==> src/rtl/poly_keygen_fg_ctrl_pkg.sv <==
// rtl/poly_keygen_fg_ctrl_pkg.sv - shared Falcon keygen types and defaults
//
// Contents:
//   fg_state_t      FSM state encoding for poly_keygen_fg_ctrl
//   DEFAULT_BOUND   exclusive upper limit on ||f||^2 + ||g||^2
//   f_bit_for_logn  signed coefficient width for a given logn
package poly_keygen_fg_ctrl_pkg;

  typedef enum logic [2:0] {
    ST_IDLE  = 3'd0,
    ST_GEN_F = 3'd1,
    ST_GAP   = 3'd2,
    ST_GEN_G = 3'd3,
    ST_CHECK = 3'd4,
    ST_DONE  = 3'd5
  } fg_state_t;

  localparam int DEFAULT_BOUND = 16823;

  // Falcon-512 needs one more bit of coefficient range than Falcon-1024.
  function automatic int f_bit_for_logn(input int logn);
    return (logn == 9) ? 7 : 6;
  endfunction

endpackage

==> src/rtl/poly_norm_acc.sv <==
// rtl/poly_norm_acc.sv - square-and-accumulate datapath for the (f, g) norm
//
// Ports:
//   clk, rst_n   clock, asynchronous active-low reset
//   clear        synchronous clear of the accumulator
//   add_en       add sample^2 to the accumulator this cycle
//   sample       signed coefficient, f_bit wide
//   acc          running sum of squares, norm_w wide
module poly_norm_acc #(
  parameter int f_bit  = 7,
  parameter int norm_w = 24
) (
  input  logic                    clk,
  input  logic                    rst_n,
  input  logic                    clear,
  input  logic                    add_en,
  input  logic signed [f_bit-1:0] sample,
  output logic [norm_w-1:0]       acc
);

  logic signed [2*f_bit-1:0] sample_ext;
  logic signed [2*f_bit-1:0] square;
  logic [norm_w-1:0]         square_ext;

  // Sign-extend before multiplying so the product is exact; a square is
  // never negative, so zero-extending it to the accumulator width is safe.
  assign sample_ext = (2*f_bit)'(sample);
  assign square     = sample_ext * sample_ext;
  assign square_ext = {{(norm_w-2*f_bit){1'b0}}, square};

  always_ff @(posedge clk or negedge rst_n) begin
    if (!rst_n) begin
      acc <= '0;
    end else if (clear) begin
      acc <= '0;
    end else if (add_en) begin
      acc <= acc + square_ext;
    end
  end

endmodule

==> src/rtl/poly_keygen_fg_ctrl.sv <==
// rtl/poly_keygen_fg_ctrl.sv - (f, g) generation controller with norm rejection
//
// Ports:
//   clk, rst_n           clock, asynchronous active-low reset
//   start, abort         one-cycle request / synchronous cancel
//   mk_ena               enable to the small-Gaussian sampler
//   mk_f_valid, mk_f     sampler coefficient stream
//   coef_we, coef_sel,   coefficient RAM write port (sel 0 = f, 1 = g)
//   coef_addr, coef_data
//   busy, done           status; done pulses once per accepted pair
//   norm                 sum of f[i]^2 + g[i]^2
//   retry_cnt            rejected attempts for the current start (saturating)
module poly_keygen_fg_ctrl
  import poly_keygen_fg_ctrl_pkg::*;
#(
  parameter int logn  = 9,
  parameter int f_bit = f_bit_for_logn(logn),
  parameter int BOUND = DEFAULT_BOUND
) (
  input  logic                    clk,
  input  logic                    rst_n,
  input  logic                    start,
  input  logic                    abort,
  output logic                    mk_ena,
  input  logic                    mk_f_valid,
  input  logic signed [f_bit-1:0] mk_f,
  output logic                    coef_we,
  output logic                    coef_sel,
  output logic [logn-1:0]         coef_addr,
  output logic signed [f_bit-1:0] coef_data,
  output logic                    busy,
  output logic                    done,
  output logic [2*f_bit+logn:0]   norm,
  output logic [7:0]              retry_cnt
);

  localparam int NORM_W = 2*f_bit + logn + 1;

  fg_state_t       state;
  logic [logn-1:0] counter;
  logic            retry_pend;
  logic            in_gen;
  logic            take;
  logic            last_coef;
  logic            below_bound;
  logic            acc_clr;
  logic [NORM_W-1:0] acc;

  assign in_gen      = (state == ST_GEN_F) || (state == ST_GEN_G);
  // abort wins over a coefficient arriving in the same cycle
  assign take        = in_gen && mk_f_valid && !abort;
  assign last_coef   = &counter;
  assign below_bound = ({1'b0, acc} < (NORM_W+1)'(BOUND));
  assign acc_clr     = !abort && (((state == ST_IDLE) && start) ||
                                  ((state == ST_CHECK) && !below_bound));

  poly_norm_acc #(
    .f_bit  (f_bit),
    .norm_w (NORM_W)
  ) u_norm_acc (
    .clk    (clk),
    .rst_n  (rst_n),
    .clear  (acc_clr),
    .add_en (take),
    .sample (mk_f),
    .acc    (acc)
  );

  assign mk_ena    = in_gen && !abort;
  assign coef_we   = take;
  assign coef_sel  = (state == ST_GEN_G);
  assign coef_addr = counter;
  assign coef_data = take ? mk_f : '0;
  assign busy      = (state != ST_IDLE);
  assign done      = (state == ST_DONE) && !abort;
  assign norm      = acc;

  always_ff @(posedge clk or negedge rst_n) begin
    if (!rst_n) begin
      state      <= ST_IDLE;
      counter    <= '0;
      retry_pend <= 1'b0;
      retry_cnt  <= '0;
    end else if (abort) begin
      state      <= ST_IDLE;
      retry_pend <= 1'b0;
    end else begin
      case (state)
        ST_IDLE: begin
          if (start) begin
            counter    <= '0;
            retry_cnt  <= '0;
            retry_pend <= 1'b0;
            state      <= ST_GEN_F;
          end
        end
        ST_GEN_F: begin
          if (mk_f_valid) begin
            counter <= counter + 1'b1;
            if (last_coef) state <= ST_GAP;
          end
        end
        ST_GAP: begin
          // One idle sampler cycle between polynomials, reused after a reject.
          if (retry_pend) begin
            retry_pend <= 1'b0;
            state      <= ST_GEN_F;
          end else begin
            state <= ST_GEN_G;
          end
        end
        ST_GEN_G: begin
          if (mk_f_valid) begin
            counter <= counter + 1'b1;
            if (last_coef) state <= ST_CHECK;
          end
        end
        ST_CHECK: begin
          if (below_bound) begin
            state <= ST_DONE;
          end else begin
            counter    <= '0;
            retry_cnt  <= (retry_cnt == 8'hff) ? retry_cnt : retry_cnt + 8'd1;
            retry_pend <= 1'b1;
            state      <= ST_GAP;
          end
        end
        ST_DONE: state <= ST_IDLE;
        default: state <= ST_IDLE;
      endcase
    end
  end

endmodule

==> config.mk <==
export PLATFORM = sky130hd
export DESIGN_NAME = poly_keygen_fg_ctrl
export DESIGN_NICKNAME = d
export VERILOG_FILES = /design/src/rtl/poly_keygen_fg_ctrl_pkg.sv /design/src/rtl/poly_norm_acc.sv /design/src/rtl/poly_keygen_fg_ctrl.sv
export SDC_FILE = /design/constraint.sdc
export NUM_CORES = 1
export LEC_CHECK = 0
export CAP_MARGIN = 20
export CORE_MARGIN = 2
export CORE_UTILIZATION = 50
export DETAILED_ROUTE_END_ITERATION = 8
export GPL_ROUTABILITY_DRIVEN = 0
export PLACE_DENSITY = 0.85
export SYNTH_ARGS = -nofsm -noshare
export SYNTH_HDL_FRONTEND = slang
export SYNTH_SLANG_ARGS = --single-unit
==> constraint.sdc <==
create_clock -name clk -period 6.3 [get_ports clk]
set_input_delay 1.26 -clock clk [delete_from_list [all_inputs] [get_ports clk]]
set_output_delay 1.26 -clock clk [all_outputs]
set_load 0.005 [all_outputs]
==> results.yml, run 1 <==
layout:
  n_fill_cell: 665
  design.final.nets: 776
  layout.core_utilization: 0.701
  final_cells: 818
  antenna-diode-count: 0
  areaGrowthSynthToFinish_pct: 35.8
  drive_above_1_share: 0.231
critical_path:
  timing.critical_path.mode_cell: "sky130_fd_sc_hd__ha_1"
  worstPathRequired_ns: 6.49
  startpoint_type: "input port"
  crit_path_cell_trace: "clkbuf_4 -> buf_4 -> and2_4 -> ha_1 -> or2_2 -> ha_1 -> inv_1 -> fa_1 -> fa_1 -> inv_1 -> ha_4 -> buf_4 -> nor2b_2 -> o2111ai_4 -> nand4_1 -> o211ai_1 -> xnor2_1 -> ha_1 -> a21oi_2 -> inv_2 -> a31oi_4 -> a21oi_2 -> a31oi_2 -> mux2_1"
  critical-path-top-delay-family: "adder cells"
  worst-r2r-cell-count: 6
  cp-startpoint: "mk_f[3]"
  r2r_setup_slk_ns: 3.59
  kind_of_critical_path: "input port to flip-flop"
  worstPathBufferInverterCount: 6
  rr_startpoint: "u_norm_acc.acc[13]$_DFFE_PN0P_"
  timing.rr.end: "coef_addr[5]$_DFFE_PN0P_"
  worstPathArrival_ns: 6.41
  critPathSlowestCell: "sky130_fd_sc_hd__fa_1"
  critical_path.max_fanout: 7
  cpPeakStageDelay_ns: 0.55
  endpoint_kind: "flip-flop"
placement:
  placed_cells_incl_taps: 798
  placement.io_buffers: 64
  place_ws_ns: -0.715
  dp_hpwl_mm: 9.44
logic_synthesis:
  ys_seq_area_frac: 0.235
  synthesized_area_per_cell_um2: 8.57
  synth_edf_count: 0
  yosys_register_bits: 45
  syn_nets: 647
  postSynth.topFlopCell: "sky130_fd_sc_hd__dfrtp_1"
  yosys-mux-area-fraction: 0.0131
  largest_family_of_logic_cells_by_synthesized_area: "adder cells"
  synth_largest_area_cell: "sky130_fd_sc_hd__dfrtp_1"
  synth.cell_area_mm2: 0.00479
  synthXorXnorAreaFrac: 0.0750
  ys_types: 65
  most_frequent_cell_after_synthesis: "sky130_fd_sc_hd__inv_1"
  synth_compound_gate_area_share: 0.159
  synth-async-reset-ratio: 1.00
  synthTopCellsByCount: "sky130_fd_sc_hd__inv_1, sky130_fd_sc_hd__nand2_1, sky130_fd_sc_hd__dfrtp_1"
  yosys.area.top_type_share: 0.235
  ys_top_cells_by_area: "sky130_fd_sc_hd__dfrtp_1, sky130_fd_sc_hd__fa_1, sky130_fd_sc_hd__ha_1, sky130_fd_sc_hd__inv_1, sky130_fd_sc_hd__xnor2_1"
  synth-adder-area-share: 0.249
  yosysWarningCount: 0
  synth_cells: 559
  synth-simple-area-share: 0.196
power_and_ir_drop:
  cell_internal_pwr_uw: 1770
  switchingPower_uw: 1630
  power_density_mw_per_mm2: 522
  p_leak_uw: 0.00301
  power.switching_fraction: 0.479
  pwr-share-seq: 0.126
  power_frac_clock: 0.059
  power_frac_comb: 0.815
  ir_worst_vdd_uv: 418
route:
  routed_length_on_met1_mm: 5.34
  dr.pass1.iters: 5
  antenna_left: 0
  route.vias.total: 4690
  top_signal_layer_used: "met4"
  met3_wire_len_um: 828
  met2_length_mm: 7.18
  detail_route.drc_violations: 0
  post_drt_via_cell_ratio: 5.73
  detail_route.wirelength_mm: 13.9
  routedWlPerCell_um: 17.0
  drt_first_iter_violations: 233
cts:
  number_of_h_tree_levels: 2
  cts_made_buffers: 5
  tritoncts_clock_tree: "built"
  insertion_delay_to_the_later_sink_of_the_worst_skew_pair_ns: 0.31
  numClockSinks: 45
  worst_setup_hold_path_clk_slew_ns: 0.10
  ctsRootBufferMaster: "sky130_fd_sc_hd__clkbuf_8"
  clockBufferDepth: 2
  ctsHoldBuffers: 0
timing:
  finalCritPeriodShare: 0.987
  worst_slew_margin_rel: 0.370
  worst_slack_ns: 0.0788
  timing.clock.skew_ns: 0.00953
  finalHoldViolCount: 0
  period_minus_slack_ns: 6.22
  timing_worst_slew_pin_value_ns: 0.945
  setup_viol_count_final: 0
  clock.fmax_ghz: 0.161
  timing.final.max_slew_violations: 0
worst_hold_path:
  timing.hold.worst_endpoint: "retry_cnt[5]$_DFFE_PN0P_"
  hold_path_depth: 1
  holdCritStartpoint: "retry_cnt[5]$_DFFE_PN0P_"
  hold_path.class: "flip-flop to flip-flop"
die:
  vertical_extent_of_the_die_um: 102
  io-pin-count: 65
  dieArea_mm2: 0.0104
  core_area_mm2: 0.00928
  initial_core_util: 0.516
  rows: 35
  chipWidth_um: 102
grt:
  initial_antenna_violation_count: 0
  all_layer_global_routing_usage: 0.254
  maximum_number_of_pins_on_one_net_before_global_route_repair: 46
  first_global_vias: 4554
  wire_length_of_the_first_global_routing_pass_mm: 21.2
  grt_overflow_total: 0
status:
  run_status: "finished clean"
job:
  drv.max_cap_violation_count: 0
## power by group through the flow
stage	clock [uW]	sequential (uW)	combinational (uW)
2_1_floorplan	0	398	1360
3_3_place_gp	0	423	2040
3_5_place_dp	0	428	2110
4_1_cts	201	423	2370
5_1_grt	213	434	2940
6_report	201	427	2760
## layer usage
metal | track usage | up-vias
met5 | 0 | -
met3 | 0.0226 | 52
met1 | 0.309 | 2268
met2 | 0.470 | 229
li1 | - | 2141
met4 | 0.0882 | 0
## layout make-up
class | count | area, um^2 | share of cell area
clock buffers | 6 | 82.6 | 0.0127
clock inverters | 2 | 16.3 | 0.00250
inverters | 75 | 282 | 0.0433
multi-input cells | 422 | 3640 | 0.560
flip-flops and latches | 45 | 1130 | 0.173
well taps | 129 | 161 | 0.0248
repair buffers | 139 | 1190 | 0.184
## flip-flops by register name, indices dropped and copies added, names as in the netlist
name,count
u_norm_acc.acc,24
coef_addr,9
retry_cnt,8
state,3
retry_pend,1
## through the flow
stage          setup TNS (ns)  hold WS [ns]  cell area, um^2  power, uW
2_1_floorplan               0         0.503             4930       1760
5_1_grt                -0.205         0.545             6500       3590
4_1_cts                     0         0.532             6360       2990
3_5_place_dp            -8.53         0.513             6100       2540
6_report                    0         0.533             6500       3390
3_3_place_gp            -6.16         0.515             6100       2460
## what timing repair did
item,CTS,global route
buffers inserted,7,5
pin swaps,20,36
resized for setup,40,40
setup endpoints to repair,14,15
## worst max-delay path by stage
stage                                      to  slack (ns)  cells past startpoint
3_3_place_gp   u_norm_acc.acc[23]$_DFFE_PN0P_       -0.54                     25
6_report       u_norm_acc.acc[20]$_DFFE_PN0P_        0.08                     24
2_1_floorplan  u_norm_acc.acc[23]$_DFFE_PN0P_        0.02                     25
3_5_place_dp   u_norm_acc.acc[23]$_DFFE_PN0P_       -0.71                     25
5_1_grt        u_norm_acc.acc[20]$_DFFE_PN0P_       -0.06                     26
4_1_cts        u_norm_acc.acc[16]$_DFFE_PN0P_        0.01                     21
## cell families (layout without fill, tap and decap cells)
| family | after synthesis | count (layout) |
|---|---|---|
| buffers and inverters | 92 | 222 |
| DFF | 45 | 45 |
| adders and majority gates | 76 | 76 |
| and+or+nand+nor | 185 | 185 |
| xor gates and xnor gates | 41 | 41 |
| AOI/OAI and AO/OA | 114 | 114 |
| muxes | 6 | 6 |
## cells in the final DEF (no fill, tap or decap), types with 4 or more instances in the layout
cell type / instances
sky130_fd_sc_hd__nand2b_1: 4
sky130_fd_sc_hd__mux2i_1: 4
sky130_fd_sc_hd__a21oi_1: 21
sky130_fd_sc_hd__o22ai_1: 12
sky130_fd_sc_hd__a211oi_2: 4
sky130_fd_sc_hd__a21o_1: 4
sky130_fd_sc_hd__a21oi_2: 6
sky130_fd_sc_hd__nand4_1: 5
sky130_fd_sc_hd__nor2b_1: 6
sky130_fd_sc_hd__o21ai_0: 16
sky130_fd_sc_hd__nor3_1: 6
sky130_fd_sc_hd__ha_4: 6
sky130_fd_sc_hd__o21ai_1: 6
sky130_fd_sc_hd__buf_4: 74
sky130_fd_sc_hd__nand3_1: 12
sky130_fd_sc_hd__and2_1: 17
sky130_fd_sc_hd__dfrtp_1: 45
sky130_fd_sc_hd__xor2_1: 13
sky130_fd_sc_hd__o31ai_1: 4
sky130_fd_sc_hd__xnor2_1: 27
sky130_fd_sc_hd__o21a_1: 5
sky130_fd_sc_hd__and3_1: 7
sky130_fd_sc_hd__clkdlybuf4s50_1: 56
sky130_fd_sc_hd__nand2_1: 53
sky130_fd_sc_hd__inv_1: 67
sky130_fd_sc_hd__inv_2: 8
sky130_fd_sc_hd__ha_1: 37
sky130_fd_sc_hd__nor2_1: 40
sky130_fd_sc_hd__a31oi_1: 4
sky130_fd_sc_hd__fa_1: 32
sky130_fd_sc_hd__clkbuf_8: 6
(Power assumes the default switching activity.)
==> inputs of run 2 (changes only) <==
CTS_CLUSTER_SIZE = 40   (was unset)
REMOVE_ABC_BUFFERS = 1   (was unset)
==> run 2 against run 1 <==
The flow now finishes with violations (setup timing). Sequential power decreased by 0.9%. Final cell count increased by 0.73%. Via count increased by 2.3%. Worst setup slack got worse by 0.12 ns. Combinational power decreased by 4%. Register-to-register slack got worse by 0.18 ns. Critical path depth increased by 1. First-iteration DRC count increased by 48%. Hold slack improved by 0.0068 ns. Highest routed layer unchanged.
==> results.yml, run 2 (same netlist as run 1, synthesis figures left out) <==
cts:
  ctsRootBufferMaster: "sky130_fd_sc_hd__clkbuf_8"
  cts_made_buffers: 5
  numClockSinks: 45
  number_of_h_tree_levels: 2
  insertion_delay_to_the_later_sink_of_the_worst_skew_pair_ns: 0.31
  worst_setup_hold_path_clk_slew_ns: 0.09
  clockBufferDepth: 2
  tritoncts_clock_tree: "built"
critical_path:
  critPathSlowestCell: "sky130_fd_sc_hd__fa_1"
  critical-path-top-delay-family: "adder cells"
  worstPathArrival_ns: 6.49
  cp.depth: 25
  worstPathBufferInverterCount: 7
  cpPeakStageDelay_ns: 0.53
  critical_path.max_fanout: 5
  kind_of_critical_path: "input port to flip-flop"
  worst-r2r-cell-count: 9
  startpoint_type: "input port"
  worstPathRequired_ns: 6.44
  endpoint_kind: "flip-flop"
layout:
  final_cells: 824
  design.final.nets: 782
  antenna-diode-count: 0
  multiInputGateArea_mm2: 0.00368
  areaGrowthSynthToFinish_pct: 38.5
  n_fill_cell: 607
  final_cell_mix: "sky130_fd_sc_hd__buf_4, sky130_fd_sc_hd__inv_1, sky130_fd_sc_hd__clkdlybuf4s50_1"
  layout.cell_area.non_filler_mm2: 0.00663
  ff_latch_area_mm2: 0.00113
  largest_reg_flops: 24
  layout.cells.most_common: "sky130_fd_sc_hd__buf_4"
  top_reg_by_flops: "u_norm_acc.acc"
  layout.core_utilization: 0.714
  drive_above_1_share: 0.243
route:
  post_drt_via_cell_ratio: 5.82
  route.vias.total: 4799
  detail_route.wirelength_mm: 14.7
  dr.pass1.iters: 5
  routedWlPerCell_um: 17.9
  antenna_left: 0
  drt_first_iter_violations: 344
  detail_route.drc_violations: 0
die:
  dieArea_mm2: 0.0104
  rows: 35
  initial_core_util: 0.516
  vertical_extent_of_the_die_um: 102
  chipWidth_um: 102
  core_area_mm2: 0.00928
  io-pin-count: 65
timing:
  timing_worst_slew_pin_value_ns: 0.922
  clock.fmax_ghz: 0.158
  timing.clock.skew_ns: 0.0187
  worst_slack_ns: -0.0428
  finalHoldViolCount: 0
  timing.final.max_slew_violations: 0
  period_minus_slack_ns: 6.34
  hold_slack_ns: 0.540
  grt_setup_unrepaired: "true"
  worst_slew_margin_rel: 0.385
  setup_viol_count_final: 6
  finalCritPeriodShare: 1.01
placement:
  placement.io_buffers: 64
  placedInstanceArea_mm2: 0.00606
  placed_cells_incl_taps: 808
  dp_hpwl_mm: 9.25
power_and_ir_drop:
  ir_worst_vdd_uv: 327
  power_density_mw_per_mm2: 498
  p_leak_uw: 0.00307
grt:
  initial_antenna_violation_count: 0
  wire_length_of_the_first_global_routing_pass_mm: 20.9
  maximum_number_of_pins_on_one_net_before_global_route_repair: 46
  all_layer_global_routing_usage: 0.249
  grt_overflow_total: 0
  first_global_vias: 4547
job:
  drv.max_cap_violation_count: 0
worst_hold_path:
  hold_path_depth: 1
  hold_path.class: "flip-flop to flip-flop"
status:
  run_status: "complete, but fails checks"
  violations_in_the_final_reports: "setup timing"
## run 2: changes by cell type in the layout (fill, tap and decap cells not counted), sizes merged
cell | previous run | this run
clkinv | 0 | 1
clkbuf | 11 | 7
buf | 78 | 86
clkinvlp | 1 | 0
bufinv | 0 | 1
clkdlybuf4s15 | 0 | 1
## run 2: where the power goes
part	switching (uW)	total, uW	internal (uW)
combinational	1360	2650	1280
sequential	83.4	423	340
clock	113	234	122
## run 2: per-layer routing
metal,up-vias,part of all wire,GRT usage
li1,2167,-,-
met1,2302,0.39,0.314
met2,260,0.51,0.436
met3,70,0.060,0.0335
met4,0,0.039,0.0954
met5,-,0,0
## run 2: repair_timing
| action | in CTS | in global routing |
|---|---|---|
| cloned | 0 | 0 |
| resized for setup | 58 | 58 |
| hold buffers | 0 | 0 |
| setup endpoints to repair | 14 | 13 |
| hold endpoints to repair | 0 | 0 |
| buffers inserted | 4 | 3 |
| pin swaps | 26 | 49 |
## run 2: layout make-up
type / count / area share
clock inverters: 3 / 0.00755
inverters: 75 / 0.0424
clock buffers: 5 / 0.0104
repair buffers: 145 / 0.191
well taps: 129 / 0.0243
multi-input cells: 422 / 0.555
flip-flops and latches: 45 / 0.170
## run 2: path summary, 6_finish.rpt
| path | startpoint | to | slack [ns] |
|---|---|---|---|
| worst max-delay path | mk_f[0] | u_norm_acc.acc[15]$_DFFE_PN0P_ | -0.04 |
| max in group asynchronous | rst_n | coef_addr[4]$_DFFE_PN0P_ | 5.09 |
| worst max register to register | state[2]$_DFFE_PN0P_ | u_norm_acc.acc[18]$_DFFE_PN0P_ | 3.41 |
| worst min register to register | retry_cnt[0]$_DFFE_PN0P_ | retry_cnt[0]$_DFFE_PN0P_ | 0.54 |
| worst min-delay path | retry_cnt[0]$_DFFE_PN0P_ | retry_cnt[0]$_DFFE_PN0P_ | 0.54 |
| min in group asynchronous | rst_n | retry_cnt[5]$_DFFE_PN0P_ | 0.75 |
## run 2: metrics by stage
step | setup TNS, ns | total power, uW | worst slack [ns]
6_report | -0.129 | 3300 | -0.0428
5_1_grt | -1.77 | 3510 | -0.229
4_1_cts | 0 | 2880 | 0.00536
3_5_place_dp | -10.81 | 2470 | -0.989
3_3_place_gp | -8.52 | 2380 | -0.768
2_1_floorplan | -1.44 | 1620 | -0.314
